File: config.mk
export PLATFORM = sky130hd
export DESIGN_NAME = fetch_ctrl
export DESIGN_NICKNAME = d
export VERILOG_FILES = /design/src/rtl/fetch_ctrl.sv
export SDC_FILE = /design/constraint.sdc
export NUM_CORES = 1
export LEC_CHECK = 0
export CORE_ASPECT_RATIO = 1.2
export CORE_MARGIN = 3
export CORE_UTILIZATION = 35
export DETAILED_ROUTE_END_ITERATION = 12
export HOLD_SLACK_MARGIN = 0.08
export PLACE_DENSITY = 0.66
export SETUP_SLACK_MARGIN = 0.1
export SYNTH_ARGS = -nofsm -noshare
export SYNTH_HDL_FRONTEND = slang
export SYNTH_SLANG_ARGS = --single-unit
File: constraint.sdc
create_clock -name clk -period 4.5 [get_ports clk]
set_clock_uncertainty 0.05 [all_clocks]
set_input_delay 1.35 -clock clk [delete_from_list [all_inputs] [get_ports clk]]
set_output_delay 1.35 -clock clk [all_outputs]
set_load 0.1 [all_outputs]
File: src/rtl/fetch_ctrl.sv
// Instruction fetch controller: sequential PC fetch with stall hold and branch redirect.
// Optional trap redirect to TRAP_VEC is built when FETCH_TRAP_EN is defined.
module fetch_ctrl #(
   parameter logic [31:0] RESET_PC = 32'h0000_0000
`ifdef FETCH_TRAP_EN
   ,
   parameter logic [31:0] TRAP_VEC = 32'h0000_0100
`endif
) (
   input  logic        clk,
   input  logic        rst,
   input  logic        stall,
   input  logic        br_taken,
   input  logic [31:0] br_target,
`ifdef FETCH_TRAP_EN
   input  logic        trap_req,
`endif
   output logic        imem_req,
   output logic [31:0] imem_addr,
   input  logic        imem_ack,
   input  logic [31:0] imem_rdata,
   output logic        inst_valid,
   output logic [31:0] inst,
   output logic [31:0] inst_pc,
   output logic [31:0] pc
);

   localparam logic [1:0] IDLE = 2'd0;
   localparam logic [1:0] REQ  = 2'd1;
   localparam logic [1:0] HOLD = 2'd2;
   localparam logic [1:0] KILL = 2'd3;

   logic [1:0]  state_q, state_d;
   logic [31:0] pc_q, pc_d;
   logic [31:0] kill_addr_q, kill_addr_d;
   logic [31:0] inst_q, inst_d;
   logic [31:0] inst_pc_q, inst_pc_d;
   logic        inst_valid_q, inst_valid_d;

   logic        redirect;
   logic [31:0] target_raw;
   logic [31:0] target;
   logic        ack;

   always_comb begin
`ifdef FETCH_TRAP_EN
      redirect   = trap_req | br_taken;
      target_raw = trap_req ? TRAP_VEC : br_target;
`else
      redirect   = br_taken;
      target_raw = br_target;
`endif
      target = target_raw & ~32'h0000_0003;
   end

   // The request is withdrawn while a presented instruction is stalled, so no
   // second instruction can arrive with nowhere to go.
   always_comb begin
      imem_req  = (state_q == KILL) || ((state_q == REQ) && !(inst_valid_q && stall));
      imem_addr = (state_q == KILL) ? kill_addr_q : pc_q;
      ack       = imem_req && imem_ack;
   end

   always_comb begin
      state_d      = state_q;
      pc_d         = pc_q;
      kill_addr_d  = kill_addr_q;
      inst_d       = inst_q;
      inst_pc_d    = inst_pc_q;
      inst_valid_d = inst_valid_q;
      case (state_q)
         IDLE: begin
            state_d = REQ;
         end
         REQ: begin
            if (redirect) begin
               pc_d         = target;
               inst_valid_d = 1'b0;
               // An unanswered request must be drained before fetching the target.
               if (imem_req && !ack) begin
                  kill_addr_d = pc_q;
                  state_d     = KILL;
               end
            end else if (ack) begin
               inst_d       = imem_rdata;
               inst_pc_d    = pc_q;
               inst_valid_d = 1'b1;
               pc_d         = pc_q + 32'd4;
            end else if (inst_valid_q && stall) begin
               state_d = HOLD;
            end else begin
               inst_valid_d = 1'b0;
            end
         end
         HOLD: begin
            if (redirect) begin
               pc_d         = target;
               inst_valid_d = 1'b0;
               state_d      = REQ;
            end else if (!stall) begin
               inst_valid_d = 1'b0;
               state_d      = REQ;
            end
         end
         KILL: begin
            inst_valid_d = 1'b0;
            if (redirect) begin
               pc_d = target;
            end
            if (ack) begin
               state_d = REQ;
            end
         end
         default: begin
            state_d = IDLE;
         end
      endcase
   end

   always_ff @(posedge clk or posedge rst) begin
      if (rst) begin
         state_q      <= IDLE;
         pc_q         <= RESET_PC;
         kill_addr_q  <= 32'h0;
         inst_q       <= 32'h0;
         inst_pc_q    <= 32'h0;
         inst_valid_q <= 1'b0;
      end else begin
         state_q      <= state_d;
         pc_q         <= pc_d;
         kill_addr_q  <= kill_addr_d;
         inst_q       <= inst_d;
         inst_pc_q    <= inst_pc_d;
         inst_valid_q <= inst_valid_d;
      end
   end

   assign inst_valid = inst_valid_q;
   assign inst       = inst_q;
   assign inst_pc    = inst_pc_q;
   assign pc         = pc_q;

endmodule

==> flow_metrics.tcl <==
set metrics [dict create \
    area_delta_synth_final_pct 43.5 \
    min-delay-start "inst[29]" \
    endpoint "imem_req" \
    path_max_fanout 7 \
    fmax_mhz 262 \
    ios 199 \
    worst_setup_path_end_kind "output pin" \
    placedInstanceArea_um2 7970 \
    relSlewSlack 0.325 \
    drv_cap 0 \
    setup_viol 0 \
    post_drt_wl_per_cell_um 16.5 \
    drcViolationCount 0 \
    layout.nets 879 \
    ys.flop_type "dfrtp_1" \
    postCtsSetupRepairBufs 0 \
    cts_tree "done" \
    ys_async_sr_fraction 1.00 \
    drive_above_1_share 0.174 \
    clockBufferDepth 2 \
    cts_htree_levels 4 \
    reg2reg_slack_ns 1.91 \
    ir_worst_vdd_mv 0.417 \
    final_area_um2 8550 \
    cts-resized-gates 0 \
    overflow 0 \
    antenna_cells 0 \
    cts.hold.buffers_added 0 \
    synthCells 631 \
    reg2reg_from "pc[6]" \
    final_cell_mix "nand2_1, clkdlybuf4s50_1, dfrtp_1" \
    detailedPlace.worstSlack_ns 0.688 \
    netlist_area_um2 5960 \
    core_region_area_um2 16500 \
    tns_ns 0 \
    multiInputGateArea_um2 2590 \
    yosysUniqueCellTypes 48 \
    hp-class "flop to flop" \
    p_leak_nw 3.77 \
    report.final.hold_viol_count 0 \
    ant_nets 0 \
    outcome "finished clean" \
    worstPathRequired_ns 3.10 \
    grt_antenna_before_repair 0 \
    synth-seq-cells 125 \
    numCtsBuffers 17 \
    synth_warnings 0 \
    vias_per_cell 5.03 \
    die-area_um2 18600 \
    clock_latency_ns 0.42 \
    report.final.slew_viol_count 0 \
    first_pass_iters 4 \
    post-route-period-util 0.849 \
    rr_worst_depth 5 \
    max_slew.worst_pin.slew_ns 1.01 \
    io_buffers 190 \
    start_kind "input pin" \
    place.gp.congestion 0.839 \
    routed_wirelength_um 17100 \
    placementRows 51 \
    fin_crit_ns 3.82 \
    synth-edff-count 0 \
    cts-root-buf "clkbuf_16" \
    grt_max_degree 50 \
    final_common_cell "nand2_1" \
    setup_slack_ns 0.679 \
    r2r_end "pc[31]" \
    ys_seq_area_frac 0.525 \
    drtIter0Drc 273 \
    clk_pin_slew_ns 0.05 \
    track_usage 0.188 \
    die-width_um 125 \
    cts.sinks 125 \
    grt_pass1_vias 5160 \
    vias 5197 \
    regArea_um2 3130 \
    initial_utilization 0.362 \
    dp_hpwl_um 11900 \
    rsz0062_at_grt "false" \
    power_density_nw_per_um2 703 \
    avgSynthCellArea_um2 9.44 \
    worstSetupStartpoint "stall" \
    critical_path_class "input pin to output pin" \
    die_h_um 149 \
    critical_path_arrival_ns 2.42 \
    grt_pass1_wl_um 27800 \
    nFillCells 1544 \
]
-- critical path, cell delays in order --
cell and delay [ns]:
clkdlybuf4s50_1 0.47, nand2_1 0.15, o21a_1 0.26, buf_12 0.18
-- sequential cells by signal, indices dropped and copies added (netlist names) --
name         flops
inst            32
inst_pc         30
kill_addr_q     30
pc              30
state_q          2
inst_valid       1
-- per-stage QoR --
step                      power (mW)  utilization  hold WS, ns  std cells
after global placement          4.67        0.484        0.407       1002
after global routing            6.25        0.519        0.430       1034
final                           6.01        0.519        0.420       1034
after floorplan                 4.00            -        0.396        636
after detailed placement        4.69        0.484        0.411       1002
after CTS                       6.06        0.519        0.424       1034
-- cell type report --
type | count | area share
clock inverter | 6 | 0.00966
sequential | 125 | 0.366
multi-input combinational | 455 | 0.303
clock buffer | 26 | 0.0584
inverter | 6 | 0.00307
timing repair buffer | 204 | 0.229
tap | 212 | 0.0310
-- where the power goes --
part / switching, mW / total (mW) / internal [mW]
Combinational: 2.34 / 3.04 / 0.698
Sequential: 0.217 / 1.62 / 1.40
Clock: 0.483 / 1.35 / 0.871
Total: 3.04 / 6.01 / 2.97
-- Yosys cell counts (all sizes together) (2+ instances only) --
cell     number  area, um2
nand3        21        118
nand2b        2       12.5
a32oi         2       17.5
o32ai         5       43.8
nand2       206        773
mux2         58        653
and4          6       52.6
a21o          3       22.5
a311oi        3       26.3
a2bb2oi       3       26.3
a21oi        30        154
dfrtp       125       3130
nor3          8       51.3
a211oi        7       52.6
nand4         9       56.3
and3          5       31.3
a31oi         4       25.0
buf          17        113
o2bb2ai       2       17.5
nor4          6       50.0
or3           3       18.8
inv           6       22.5
o21a          3       22.5
o22ai         8       50.1
nor2         25       93.8
clkbuf       33        124
o21ai        19       95.1
-- worst min path at each step --
stage	slack [ns]	depth (start not counted)	to
CTS	0.42	2	inst_pc[28]
global route	0.43	2	inst_pc[28]
detailed placement	0.41	2	inst[15]
finish	0.42	2	inst[29]
floorplan	0.40	2	kill_addr_q[22]
global placement	0.41	2	inst_pc[15]
-- routing by layer --
layer	routed length (um)	vias up	GRT usage
met5	0	-	0
met4	350	0	0.0721
met3	1160	21	0.0566
met2	8350	151	0.300
met1	7200	2506	0.242
li1	-	2519	-
-- kinds of logic (layout without fill, tap and decap cells) --
kind of cell	after synthesis	count (layout)	synth area share
AOI/OAI and AO/OA	95	95	0.103
adders and majority gates	1	1	0.00210
and+or+nand+nor	295	295	0.217
muxes	58	58	0.110
other	1	6	0.000630
DFF	125	125	0.525
buffers and inverters	56	242	0.0435
No activity file was read; power rests on OpenSTA's default activity.
